### src/rtl/posit_extract_pipe.sv
// Three-stage posit decoder (capture / regime count / field extract) with valid-ready backpressure.
// Optional zero/NaR input counters when POSIT_EXTRACT_STATS_EN is defined.
module posit_extract_pipe #(
    parameter int NBITS = 32,
    parameter int ES    = 2
) (
    input  logic                            clk,
    input  logic                            reset,
    input  logic                            in_valid,
    output logic                            in_ready,
    input  logic [NBITS-1:0]                in_data,
    output logic                            out_valid,
    input  logic                            out_ready,
    output logic [NBITS+$clog2(NBITS):0]    out_result,
    output logic [NBITS-2:0]                out_abs
`ifdef POSIT_EXTRACT_STATS_EN
    ,
    input  logic                            cnt_clear,
    output logic [15:0]                     cnt_zero,
    output logic [15:0]                     cnt_inf
`endif
);
    localparam int SCALE_W = $clog2(NBITS) + ES + 1;
    localparam int FRAC_W  = NBITS - ES - 3;
    localparam int M_W     = $clog2(NBITS);
    localparam int STAGES  = 3;

    logic [STAGES:1] vld_pipe;
    logic [STAGES:1] rdy;

    // A stage may load when the one downstream is empty or draining this cycle.
    always_comb begin
        rdy[STAGES] = ~vld_pipe[STAGES] | out_ready;
        for (int i = STAGES - 1; i >= 1; i--)
            rdy[i] = ~vld_pipe[i] | rdy[i+1];
    end

    assign in_ready  = rdy[1];
    assign out_valid = vld_pipe[STAGES];

    always_ff @(posedge clk or posedge reset) begin
        if (reset) begin
            vld_pipe <= '0;
        end else begin
            if (rdy[1]) vld_pipe[1] <= in_valid;
            for (int i = 2; i <= STAGES; i++)
                if (rdy[i]) vld_pipe[i] <= vld_pipe[i-1];
        end
    end

    // Stage 1: sign, specials, magnitude
    logic             s1_sgn, s1_zero, s1_inf;
    logic [NBITS-2:0] s1_u;
    logic             acc;
    assign acc = in_valid & rdy[1];

    always_ff @(posedge clk or posedge reset) begin
        if (reset) begin
            s1_sgn <= 1'b0; s1_zero <= 1'b0; s1_inf <= 1'b0; s1_u <= '0;
        end else if (acc) begin
            s1_sgn  <= in_data[NBITS-1];
            s1_zero <= (in_data == '0);
            s1_inf  <= (in_data == {1'b1, {(NBITS-1){1'b0}}});
            s1_u    <= in_data[NBITS-1] ? (NBITS-1)'(-in_data) : in_data[NBITS-2:0];
        end
    end

    // Stage 2: regime run length
    logic                      r_c, run;
    logic [M_W-1:0]            m_c, rw_c;
    logic signed [SCALE_W-1:0] k_c;

    always_comb begin
        r_c = s1_u[NBITS-2];
        m_c = '0;
        run = 1'b1;
        for (int i = NBITS - 2; i >= 0; i--) begin
            if (run && (s1_u[i] == r_c)) m_c = m_c + M_W'(1);
            else                         run = 1'b0;
        end
        k_c  = r_c ? SCALE_W'(m_c) - SCALE_W'(1) : SCALE_W'(0) - SCALE_W'(m_c);
        rw_c = (m_c == M_W'(NBITS - 1)) ? m_c : m_c + M_W'(1);
    end

    logic                      s2_sgn, s2_zero, s2_inf;
    logic [NBITS-2:0]          s2_u;
    logic signed [SCALE_W-1:0] s2_k;
    logic [M_W-1:0]            s2_rw;

    always_ff @(posedge clk or posedge reset) begin
        if (reset) begin
            s2_sgn <= 1'b0; s2_zero <= 1'b0; s2_inf <= 1'b0;
            s2_u <= '0; s2_k <= '0; s2_rw <= '0;
        end else if (vld_pipe[1] && rdy[2]) begin
            s2_sgn <= s1_sgn; s2_zero <= s1_zero; s2_inf <= s1_inf;
            s2_u <= s1_u; s2_k <= k_c; s2_rw <= rw_c;
        end
    end

    // Stage 3: shift out the regime, peel exponent and fraction
    logic [NBITS-2:0]          sh;
    logic [FRAC_W-1:0]         frac_c;
    logic signed [SCALE_W-1:0] scale_c;
    logic                      special;

    assign sh      = s2_u << s2_rw;
    assign frac_c  = FRAC_W'(sh >> 2);
    assign special = s2_zero | s2_inf;

    generate
        if (ES > 0) begin : g_es
            assign scale_c = (s2_k <<< ES) + SCALE_W'(sh[NBITS-2 -: ES]);
        end else begin : g_noes
            assign scale_c = s2_k;
        end
    endgenerate

    always_ff @(posedge clk or posedge reset) begin
        if (reset) begin
            out_result <= '0;
            out_abs    <= '0;
        end else if (vld_pipe[2] && rdy[3]) begin
            out_result <= {s2_sgn,
                           special ? SCALE_W'(0) : scale_c,
                           special ? FRAC_W'(0)  : frac_c,
                           s2_inf, s2_zero};
            out_abs    <= s2_u;
        end
    end

`ifdef POSIT_EXTRACT_STATS_EN
    logic in_is_zero, in_is_inf;
    assign in_is_zero = acc && (in_data == '0);
    assign in_is_inf  = acc && (in_data == {1'b1, {(NBITS-1){1'b0}}});

    always_ff @(posedge clk or posedge reset) begin
        if (reset) begin
            cnt_zero <= '0;
            cnt_inf  <= '0;
        end else if (cnt_clear) begin
            cnt_zero <= '0;
            cnt_inf  <= '0;
        end else begin
            if (in_is_zero && cnt_zero != 16'hFFFF) cnt_zero <= cnt_zero + 16'd1;
            if (in_is_inf  && cnt_inf  != 16'hFFFF) cnt_inf  <= cnt_inf  + 16'd1;
        end
    end
`endif

endmodule
### config.mk
export PLATFORM = sky130hd
export DESIGN_NAME = posit_extract_pipe
export DESIGN_NICKNAME = d
export VERILOG_FILES = /design/src/rtl/posit_extract_pipe.sv
export SDC_FILE = /design/constraint.sdc
export NUM_CORES = 1
export LEC_CHECK = 0
export CORE_UTILIZATION = 50
export CTS_CLUSTER_SIZE = 28
export DETAILED_ROUTE_END_ITERATION = 8
export PLACE_DENSITY = 0.71
export SLEW_MARGIN = 30
export SYNTH_ARGS = -nofsm -noshare
export SYNTH_HDL_FRONTEND = slang
export SYNTH_SLANG_ARGS = --single-unit
### constraint.sdc
create_clock -name clk -period 43.5 [get_ports clk]
set_input_delay 4.35 -clock clk [delete_from_list [all_inputs] [get_ports clk]]
set_output_delay 4.35 -clock clk [all_outputs]
set_load 0.05 [all_outputs]
# After elaboration in Yosys (flattened, before gate mapping)
# Cells that the tools add are included.
[totals]
regBits = 151
inputBits = 36
output_inout_bits = 71
word_cells = 186
[op_classes]
add_sub_neg = 34
eq_ne = 32
shift = 1
n_mux = 64
bitwise_logic = 8
n_reduce_logical = 32
[ops]
columns = ["cell", "count"]
rows = [
  ["5-bit by 1-bit adder with 5-bit output (second input constant)", 30],
  ["5-bit two-way mux", 30],
  ["32-bit equality test (second input constant)", 1],
  ["32-bit zero test", 1],
  ["1-bit logical AND", 31],
  ["31-bit two-way mux", 1],
  ["31-bit negator", 1],
  ["31-bit by 5-bit left shift with 31-bit output", 1],
  ["1-bit equality test", 30],
  ["1-bit two-way mux", 29],
  ["27-bit two-way mux", 1],
  ["8-bit by 2-bit adder with 8-bit output", 1],
  ["8-bit two-way mux", 1],
  ["6-bit two-way mux", 1],
  ["1-bit by 5-bit subtractor with 6-bit output (first input constant)", 1],
  ["5-bit by 1-bit subtractor with 6-bit output (second input constant)", 1],
  ["5-bit equality test (second input constant)", 1],
  ["1-bit OR", 4],
  ["1-bit NOT", 3],
  ["2-bit two-way mux", 1],
  ["1-bit AND", 1],
]

# Longest topological paths before layout
# Gate-level depths: netlist (run 1).
[logic_depth]
depth_word = 62
depth_mapped = 79
mapped_depth_nobuf = 71

# Worst setup path before layout (run 1)
# OpenSTA, ideal clock, no wires.
[synth_path]
path_kind = "register to register"
startpoint = "reg s1_u[30]"
endpoint = "reg s2_k[5]"
setup_time_ps = 96
arrival_time_ps = 13939
required_ps = 43404
setup_slack_ps = 29465
stages_incl_launch_ff = 71
path_buffers = 10
synth_period_minus_slack_ps = 14035
cell_sequence = "dfrtp_1 > buf_2 > clkbuf_1 > buf_2 > buf_1 > clkbuf_1 > buf_2 > buf_1 > clkbuf_1 > buf_1 > nor3_1 > a31oi_1 > ha_1 > a21o_1 > ha_1 > clkbuf_1 > nor2b_1 > a211oi_1 > (+35 left out) > a21oi_1 > ha_1 > nor4b_1 > a311o_1 > a21oi_1 > xor3_1 > a21oi_1 > mux2i_1 > xnor3_2 > xnor2_2 > o21bai_1 > and4_1 > o21ai_0 > nand4_1 > a211oi_4 > nor2_2 > o31a_1 > o31ai_1"
[synth_via]
elab_chain_len = 62
word_cells_on_any_way = 150
classes_between = "31 x add/sub; 30 x eq/ne; 60 x mux; 29 x reduce/logical"
[synth_lines]
columns = ["element", "line_no", "source"]
rows = [
  ["from (decl)", "53", "logic [NBITS-2:0] s1_u;"],
  ["from (signal assigned)", "64", "s1_u <= in_data[NBITS-1] ? (NBITS-1)'(-in_data) : in_data[NBITS-2:0];"],
  ["1-bit equality test", "78", "if (run && (s1_u[i] == r_c)) m_c = m_c + M_W'(1);"],
  ["2-bit two-way mux / 1-bit two-way mux (equally long branches)", "78", ""],
  ["5-bit by 1-bit adder with 5-bit output / 1-bit logical AND (equally long branches)", "78", ""],
  ["5-bit two-way mux / 1-bit two-way mux (equally long branches)", "78", ""],
  ["5-bit by 1-bit adder with 5-bit output / 1-bit logical AND (equally long branches)", "78", ""],
  ["5-bit two-way mux / 1-bit two-way mux (equally long branches)", "78", ""],
  ["5-bit by 1-bit adder with 5-bit output / 1-bit logical AND (equally long branches)", "78", ""],
  ["5-bit two-way mux / 1-bit two-way mux (equally long branches)", "78", ""],
  ["(+46 left out)", "-", ""],
  ["5-bit by 1-bit adder with 5-bit output / 1-bit logical AND (equally long branches)", "78", ""],
  ["5-bit two-way mux / 1-bit two-way mux (equally long branches)", "78", ""],
  ["5-bit by 1-bit adder with 5-bit output / 1-bit logical AND (equally long branches)", "78", ""],
  ["5-bit two-way mux / 1-bit two-way mux (equally long branches)", "78", ""],
  ["5-bit by 1-bit adder with 5-bit output / 1-bit logical AND (equally long branches)", "78", ""],
  ["5-bit two-way mux", "78", ""],
  ["1-bit by 5-bit subtractor with 6-bit output / 5-bit by 1-bit subtractor with 6-bit output (equally long branches)", "81", "k_c = r_c ? SCALE_W'(m_c) - SCALE_W'(1) : SCALE_W'(0) - SCALE_W'(m_c);"],
  ["6-bit two-way mux *", "81", ""],
  ["to (signal assigned)", "96", "s2_u <= s1_u; s2_k <= k_c; s2_rw <= rw_c;"],
  ["to (decl)", "87", "logic signed [SCALE_W-1:0] s2_k;"],
]
# Every way passes the cells marked *; elsewhere a longest branch is shown, timed or not.
# A chain may end at the register's enable or synchronous reset.

# Worst setup path in the final report (run 1)
[layout_path]
startpoint = "reg s1_u[30]"
endpoint = "reg s2_rw[0]"
[layout_via]
elab_chain_len = 62
word_cells_on_any_way = 150
classes_between = "30 x add/sub; 31 x eq/ne; 60 x mux; 29 x reduce/logical"
[layout_lines]
columns = ["element", "line_no", "source"]
rows = [
  ["1-bit equality test", "78", ""],
  ["2-bit two-way mux / 1-bit two-way mux (equally long branches)", "78", ""],
  ["5-bit by 1-bit adder with 5-bit output / 1-bit logical AND (equally long branches)", "78", ""],
  ["5-bit two-way mux / 1-bit two-way mux (equally long branches)", "78", ""],
  ["5-bit by 1-bit adder with 5-bit output / 1-bit logical AND (equally long branches)", "78", ""],
  ["5-bit two-way mux / 1-bit two-way mux (equally long branches)", "78", ""],
  ["5-bit by 1-bit adder with 5-bit output / 1-bit logical AND (equally long branches)", "78", ""],
  ["5-bit two-way mux / 1-bit two-way mux (equally long branches)", "78", ""],
  ["(+46 left out)", "-", ""],
  ["5-bit by 1-bit adder with 5-bit output / 1-bit logical AND (equally long branches)", "78", ""],
  ["5-bit two-way mux / 1-bit two-way mux (equally long branches)", "78", ""],
  ["5-bit by 1-bit adder with 5-bit output / 1-bit logical AND (equally long branches)", "78", ""],
  ["5-bit two-way mux / 1-bit two-way mux (equally long branches)", "78", ""],
  ["5-bit by 1-bit adder with 5-bit output / 1-bit logical AND (equally long branches)", "78", ""],
  ["5-bit two-way mux *", "78", ""],
  ["5-bit by 1-bit adder with 5-bit output / 5-bit equality test (equally long branches)", "82", "rw_c = (m_c == M_W'(NBITS - 1)) ? m_c : m_c + M_W'(1);"],
  ["5-bit two-way mux *", "82", ""],
  ["to (signal assigned)", "96", ""],
  ["to (decl)", "88", "logic [M_W-1:0] s2_rw;"],
]
# Marked as above.

==> results of run 1 <==
-- layout by cell type (no fill, tap or decap), types with 22 or more instances in the layout --
master,instances
inv_1,34
xnor2_1,33
mux2i_1,45
mux4_2,22
nor2_1,72
nand2_1,270
xor2_1,53
o21ai_0,112
a21oi_1,54
clkdlybuf4s50_1,106
ha_1,30
nand3_1,34
dfrtp_1,150
mux2_2,48
-- worst paths after layout --
check,end,slack [ps],depth (start not counted)
setup / recovery,s2_rw[0],29790,64
hold / removal,s2_zero,470,2
setup reg to reg,s2_rw[0],29790,64
hold reg to reg,s2_zero,470,2
max in group asynchronous,s1_u[4],37940,3
min in group asynchronous,out_result[1],4400,2
-- per-layer routing --
metal  share of wire, %  wire length, um  up-vias  GRT usage [%]
met4                2.5              792        0          8.917
li1                   -                -     5185              -
met5                  0                0        -              0
met3                5.3             1678       52          4.791
met1                 44            14030     5193          35.21
met2                 48            15390      350          44.32
-- state kept, by name, indices dropped and copies added, names as in the netlist, 3 cells and up --
| name | cells |
|---|---|
| s1_u | 31 |
| out_result | 38 |
| s2_k | 6 |
| s2_u | 31 |
| vld_pipe | 3 |
| out_abs | 31 |
| s2_rw | 5 |
-- metrics by stage --
step / setup WS [ps] / cell area, sq um / total power, mW
2_1_floorplan: 29470 / 12010 / 0.5588
3_3_place_gp: 30560 / 13210 / 0.6783
3_5_place_dp: 30050 / 13220 / 0.6859
4_1_cts: 29970 / 13810 / 0.8374
5_1_grt: 28570 / 13810 / 0.8875
6_report: 29790 / 13810 / 0.8383
-- cell usage after synthesis, types with 12 or more instances --
master    number
ha_1          30
a31oi_1       14
or4_1         12
nor2b_1       15
o21ai_0      112
nand2b_1      21
nand3_1       34
and3_1        16
o31ai_1       12
inv_1         36
xnor2_1       33
nand4_1       12
o22ai_1       13
mux2_2        48
xor2_1        53
a22o_1        19
nor2_1        72
nor3_1        16
dfrtp_1      151
or2_2         12
mux4_2        22
or3_1         19
a21oi_1       54
a211oi_1      19
clkbuf_1      65
and2_1        16
nand2_1      272
mux2i_1       45
-- layout make-up --
cell class	instances	area, sq um
Sequential cell	151	3780
Tap cell	319	399.1
Inverter	36	140.1
Fill cell	2116	9731
Clock buffer	18	429.2
Multi-Input combinational cell	1134	7766
Clock inverter	14	157.7
Timing Repair Buffer	116	1140
-- power groups by stage --
stage | sequential [mW] | combinational (mW) | clock [mW]
after global routing | 0.234 | 0.497 | 0.157
after detailed placement | 0.230 | 0.456 | 0
final | 0.228 | 0.460 | 0.150
after CTS | 0.228 | 0.458 | 0.152
after global placement | 0.229 | 0.450 | 0
after floorplan | 0.292 | 0.267 | 0
-- cell families (layout without fill, tap and decap cells) --
kind of cell	Yosys count	after routing	synth area share, %
compound gates	334	334	18.47
xor+xnor	96	96	8.128
fa+ha+maj	36	36	3.626
buf+inv	122	184	3.991
flops	151	151	31.47
mux	116	116	12.50
simple gates	552	552	21.81
-- worst max-delay path: cells and delay by family, from the launching register on --
family	cells	cell delay, ps
multiplexers	5	1080
buffers and inverters	1	100
flip-flops	1	600
adder cells (fa/ha/maj)	11	3350
XOR/XNOR	1	150
AND/OR/NAND/NOR	19	3570
AO/OA/AOI/OAI	27	4670
==> flow_summary.ini, run 1 <==
[outcome]
run_status = finished clean

[floorplan]
initial_utilization_pct = 51.00
rows = 56
die_area_sq_mm = 0.02464
num_io_pins = 107
die_y_um = 157.0
core_area_sq_mm = 0.02354
dieWidth_um = 157.0

[drt]
drtAntennaViolNets = 0
drc_errors = 0
route.vias.total = 10780
routed_wirelength_mm = 31.90
detail_route.wl_per_cell_um = 17.84
drtIter0Drc = 864
drt_pass1_iterations = 8
post_drt_via_cell_ratio = 6.029

[sta]
final.min_clock_period_ps = 13710
finalHoldViolCount = 0
finalSetupViolations = 0
finalMaxSlewViolations = 0
fin_worst_skew_ps = 15.35
tightest_slew_ps = 811.5
clock.fmax_mhz = 72.97
slew_headroom_pct = 45.90
rsz0062_at_grt = false
min_period_over_period_pct = 31.51
timing.hold.ws_ps = 469.1
setup_tns_ps = 0

[critical_path]
cpMaxStageDelayCell = dfrtp_2
path_class = reg -> reg
rr_startpoint = s1_u[30]
worstPathMaxFanout = 31
setup.worst_path.start_class = register
end_kind = register
critPathMaxStageDelay_ps = 600
cpMostUsedCell = ha_1
setup.worst_path.start = s1_u[30]
required_ps = 43790
worstPathArrival_ps = 14000

[synth]
synth.largest_area_cell = dfrtp_1
yosys_most_used_dff = dfrtp_1
synth_seq_cells = 151
synth_edf_count = 0
ys_async_sr_fraction_pct = 100.0
syn-num-nets = 1473
synthesis.area_sq_mm = 0.01201
synth_cell_types = 95
ys_warn_count = 0
synth_area_leaders = dfrtp_1 (31%), nand2_1 (8.5%), o21ai_0 (4.7%), mux2_2 (4.5%), mux4_2 (4.1%)
netlist.area_leader.share_pct = 31.47
avgSynthCellArea_sq_um = 8.534
synthCells = 1407
yosysSeqAreaShare_pct = 31.47

[final_layout]
antenna_cells = 0
fin_cells = 1788
fin_util_pct = 58.67
drive_gt1_share_pct = 10.48
nNetsFinal = 1522
area_delta_synth_final_pct = 15.03

[cts]
cts_sinks = 151
clk_pin_slew_ps = 80
clock_path_buffers = 2
post_cts_resized = 0
postCtsSetupRepairBufs = 0
clock_latency_ps = 430
cts_hold_buf = 0
cts_root_buffer = clkbuf_16
ctsHtreeMaxLevel = 4
cts_buffers = 17
cts_tree = yes

[pwr]
p_switching_mw = 0.3921
pwr-share-seq_pct = 27.2
power.share.combinational_pct = 54.9
p_clk_share_pct = 17.9
p_leak_nw = 5.786
power_density_mw_per_mm2 = 60.70
peakVddDrop_uv = 37.44
switching_share_pct = 46.77
intPower_mw = 0.4463

[placement]
place.gp.congestion = 0.9489
place_inst = 1756
io_buffers = 106
dp_hpwl_mm = 23.70

[global_routing]
grt_pass1_vias = 9975
grt_util_all_layers_pct = 26.74
grt_max_degree = 80
grt_pass1_wl_mm = 51.85
antenna_found_initial = 0
grt_overflow = 0

[job]
cap_violations = 0

[worst_hold_path]
hold_class = reg -> reg
hp-start = s1_zero
Power figures use the tool's default switching activity.
==> run 2, diff against run 1 <==
--- a/config.mk
+++ b/config.mk
@@ -8,7 +8,7 @@
 export CORE_UTILIZATION = 50
 export CTS_CLUSTER_SIZE = 28
 export DETAILED_ROUTE_END_ITERATION = 8
-export PLACE_DENSITY = 0.71
+export PLACE_DENSITY = 0.73
 export SLEW_MARGIN = 30
 export SYNTH_ARGS = -nofsm -noshare
 export SYNTH_HDL_FRONTEND = slang
==> constraint.sdc (replaced) <==
create_clock -name clk -period 12.6 [get_ports clk]
set_input_delay 1.26 -clock clk [delete_from_list [all_inputs] [get_ports clk]]
set_output_delay 1.26 -clock clk [all_outputs]
set_load 0.05 [all_outputs]
==> flow_summary.ini, run 2 (same netlist as run 1, synthesis figures left out) <==
[outcome]
run_status = finished clean

[drt]
met2_length_mm = 15.98
dr.max_layer_used = met4
met1Wirelength_mm = 14.62
wl_met3_mm = 2.123
routed_wirelength_mm = 33.52
drc_errors = 0
post_drt_via_cell_ratio = 6.091
drtIter0Drc = 940
route.vias.total = 11060
drt_pass1_iterations = 6
drtAntennaViolNets = 0
detail_route.wl_per_cell_um = 18.46

[floorplan]
die_y_um = 157.0
core_area_sq_mm = 0.02354
num_io_pins = 107
initial_utilization_pct = 51.00
dieWidth_um = 157.0
die_area_sq_mm = 0.02464
rows = 56

[sta]
fin_worst_skew_ps = 12.43
finalHoldViolCount = 0
clock.fmax_mhz = 81.82
tightest_slew_ps = 934.1
final.min_clock_period_ps = 12220
finalSetupViolations = 0
timing.hold.ws_ps = 467.2
min_period_over_period_pct = 96.99
finalMaxSlewViolations = 0
slew_headroom_pct = 37.34

[final_layout]
antenna_cells = 0
nNetsFinal = 1550
top_register = out_result
seq_area_sq_mm = 0.003785
drive_gt1_share_pct = 15.97
fillers = 2032
final_cell_mix = nand2_1 (265), dfrtp_1 (146), clkdlybuf4s50_1 (106)
fin_area_sq_mm = 0.01432
area_delta_synth_final_pct = 19.24
multiInputGateArea_sq_mm = 0.008073
layout.cells.most_common = nand2_1
largest_reg_flops = 38

[critical_path]
cpMaxStageDelayCell = or4_4
required_ps = 12890
setup.worst_path.start_class = register
cpMostUsedCell = ha_1
path_class = reg -> reg
end_kind = register
worstPathArrival_ps = 12510
critPathMaxStageDelay_ps = 590
r2r_cells = 66
worstPathMaxFanout = 8

[job]
cap_violations = 0

[global_routing]
antenna_found_initial = 0
grt_pass1_vias = 10280
grt_util_all_layers_pct = 27.30
grt_max_degree = 78
grt_overflow = 0
grt_pass1_wl_mm = 52.79

[cts]
cts_tree = yes
clk_pin_slew_ps = 70
cts_buffers = 17
cts_sinks = 151
clock_path_buffers = 2
clock_latency_ps = 430
cts_hold_buf = 0
cts_root_buffer = clkbuf_16
ctsHtreeMaxLevel = 4

[worst_hold_path]
holdPathStages = 2
hold_class = reg -> reg

[pwr]
power_density_mw_per_mm2 = 209.4
p_leak_nw = 5.920
peakVddDrop_uv = 139.9

[placement]
dpl_cell_area_sq_mm = 0.01334
place.gp.congestion = 0.9354
io_buffers = 106
dp_hpwl_mm = 24.16
run 2: changes by cell type in the layout (fill, tap and decap cells not counted), sizes merged:
cell,previous run,this run
bufinv,1,0
clkinvlp,1,4
buf,10,38
clkinv,3,4
inv,45,42
run 2: area by class of cell:
type / instances / share of cell area, %
Inverter: 36 / 0.9962
Tap cell: 319 / 2.788
Clock inverter: 14 / 0.9438
Sequential cell: 151 / 26.44
Clock buffer: 18 / 2.997
Timing Repair Buffer: 144 / 9.456
Multi-Input combinational cell: 1134 / 56.38
run 2: timing repair:
item	CTS	global route
resized for setup	0	62
setup buffers	0	18
endpoints found under the setup margin	0	10
run 2: worst paths after layout:
path,start,to,slack [ps]
hold reg to reg,s1_inf,s2_inf,470
min in group asynchronous,reset,out_result[5],1320
max in group asynchronous,reset,s1_u[30],10070
setup / recovery,s1_u[27],s2_k[4],380
setup reg to reg,s1_u[27],s2_k[4],380
hold / removal,s1_inf,s2_inf,470
run 2: power by group:
group	switching [mW]	internal (mW)	total, mW
sequential	0.160	0.624	0.784
combinational	1.01	0.711	1.72
clock	0.236	0.261	0.497
total	1.40	1.60	3.00
run 2: metrics by stage:
| step | util, % | total power, mW | setup slack [ps] | std cells | setup TNS [ps] |
|---|---|---|---|---|---|
| after floorplan | - | 1.942 | 2.191 | 1407 | 0 |
| after global placement | 56.64 | 2.357 | 464.4 | 1766 | 0 |
| after detailed placement | 56.66 | 2.385 | 79.65 | 1766 | 0 |
| after CTS | 59.06 | 2.889 | 14.11 | 1798 | 0 |
| after global routing | 60.82 | 3.172 | -271.7 | 1816 | -1669 |
| final | 60.82 | 2.998 | 378.7 | 1816 | 0 |
run 2: routing by layer:
layer	global-route usage, %	vias up
li1	-	5234
met1	36.47	5371
met2	44.55	398
met3	4.873	58
met4	9.290	0
met5	0	-
run 2: critical path: cells and delay by family, from the launching register on:
kind,cells,cell delay (ps)
and+or+nand+nor,15,2310
AOI/OAI and AO/OA,29,4450
xor gates and xnor gates,2,290
muxes,5,970
DFF,1,470
buffers and inverters,2,140
adders and majority gates,13,3480
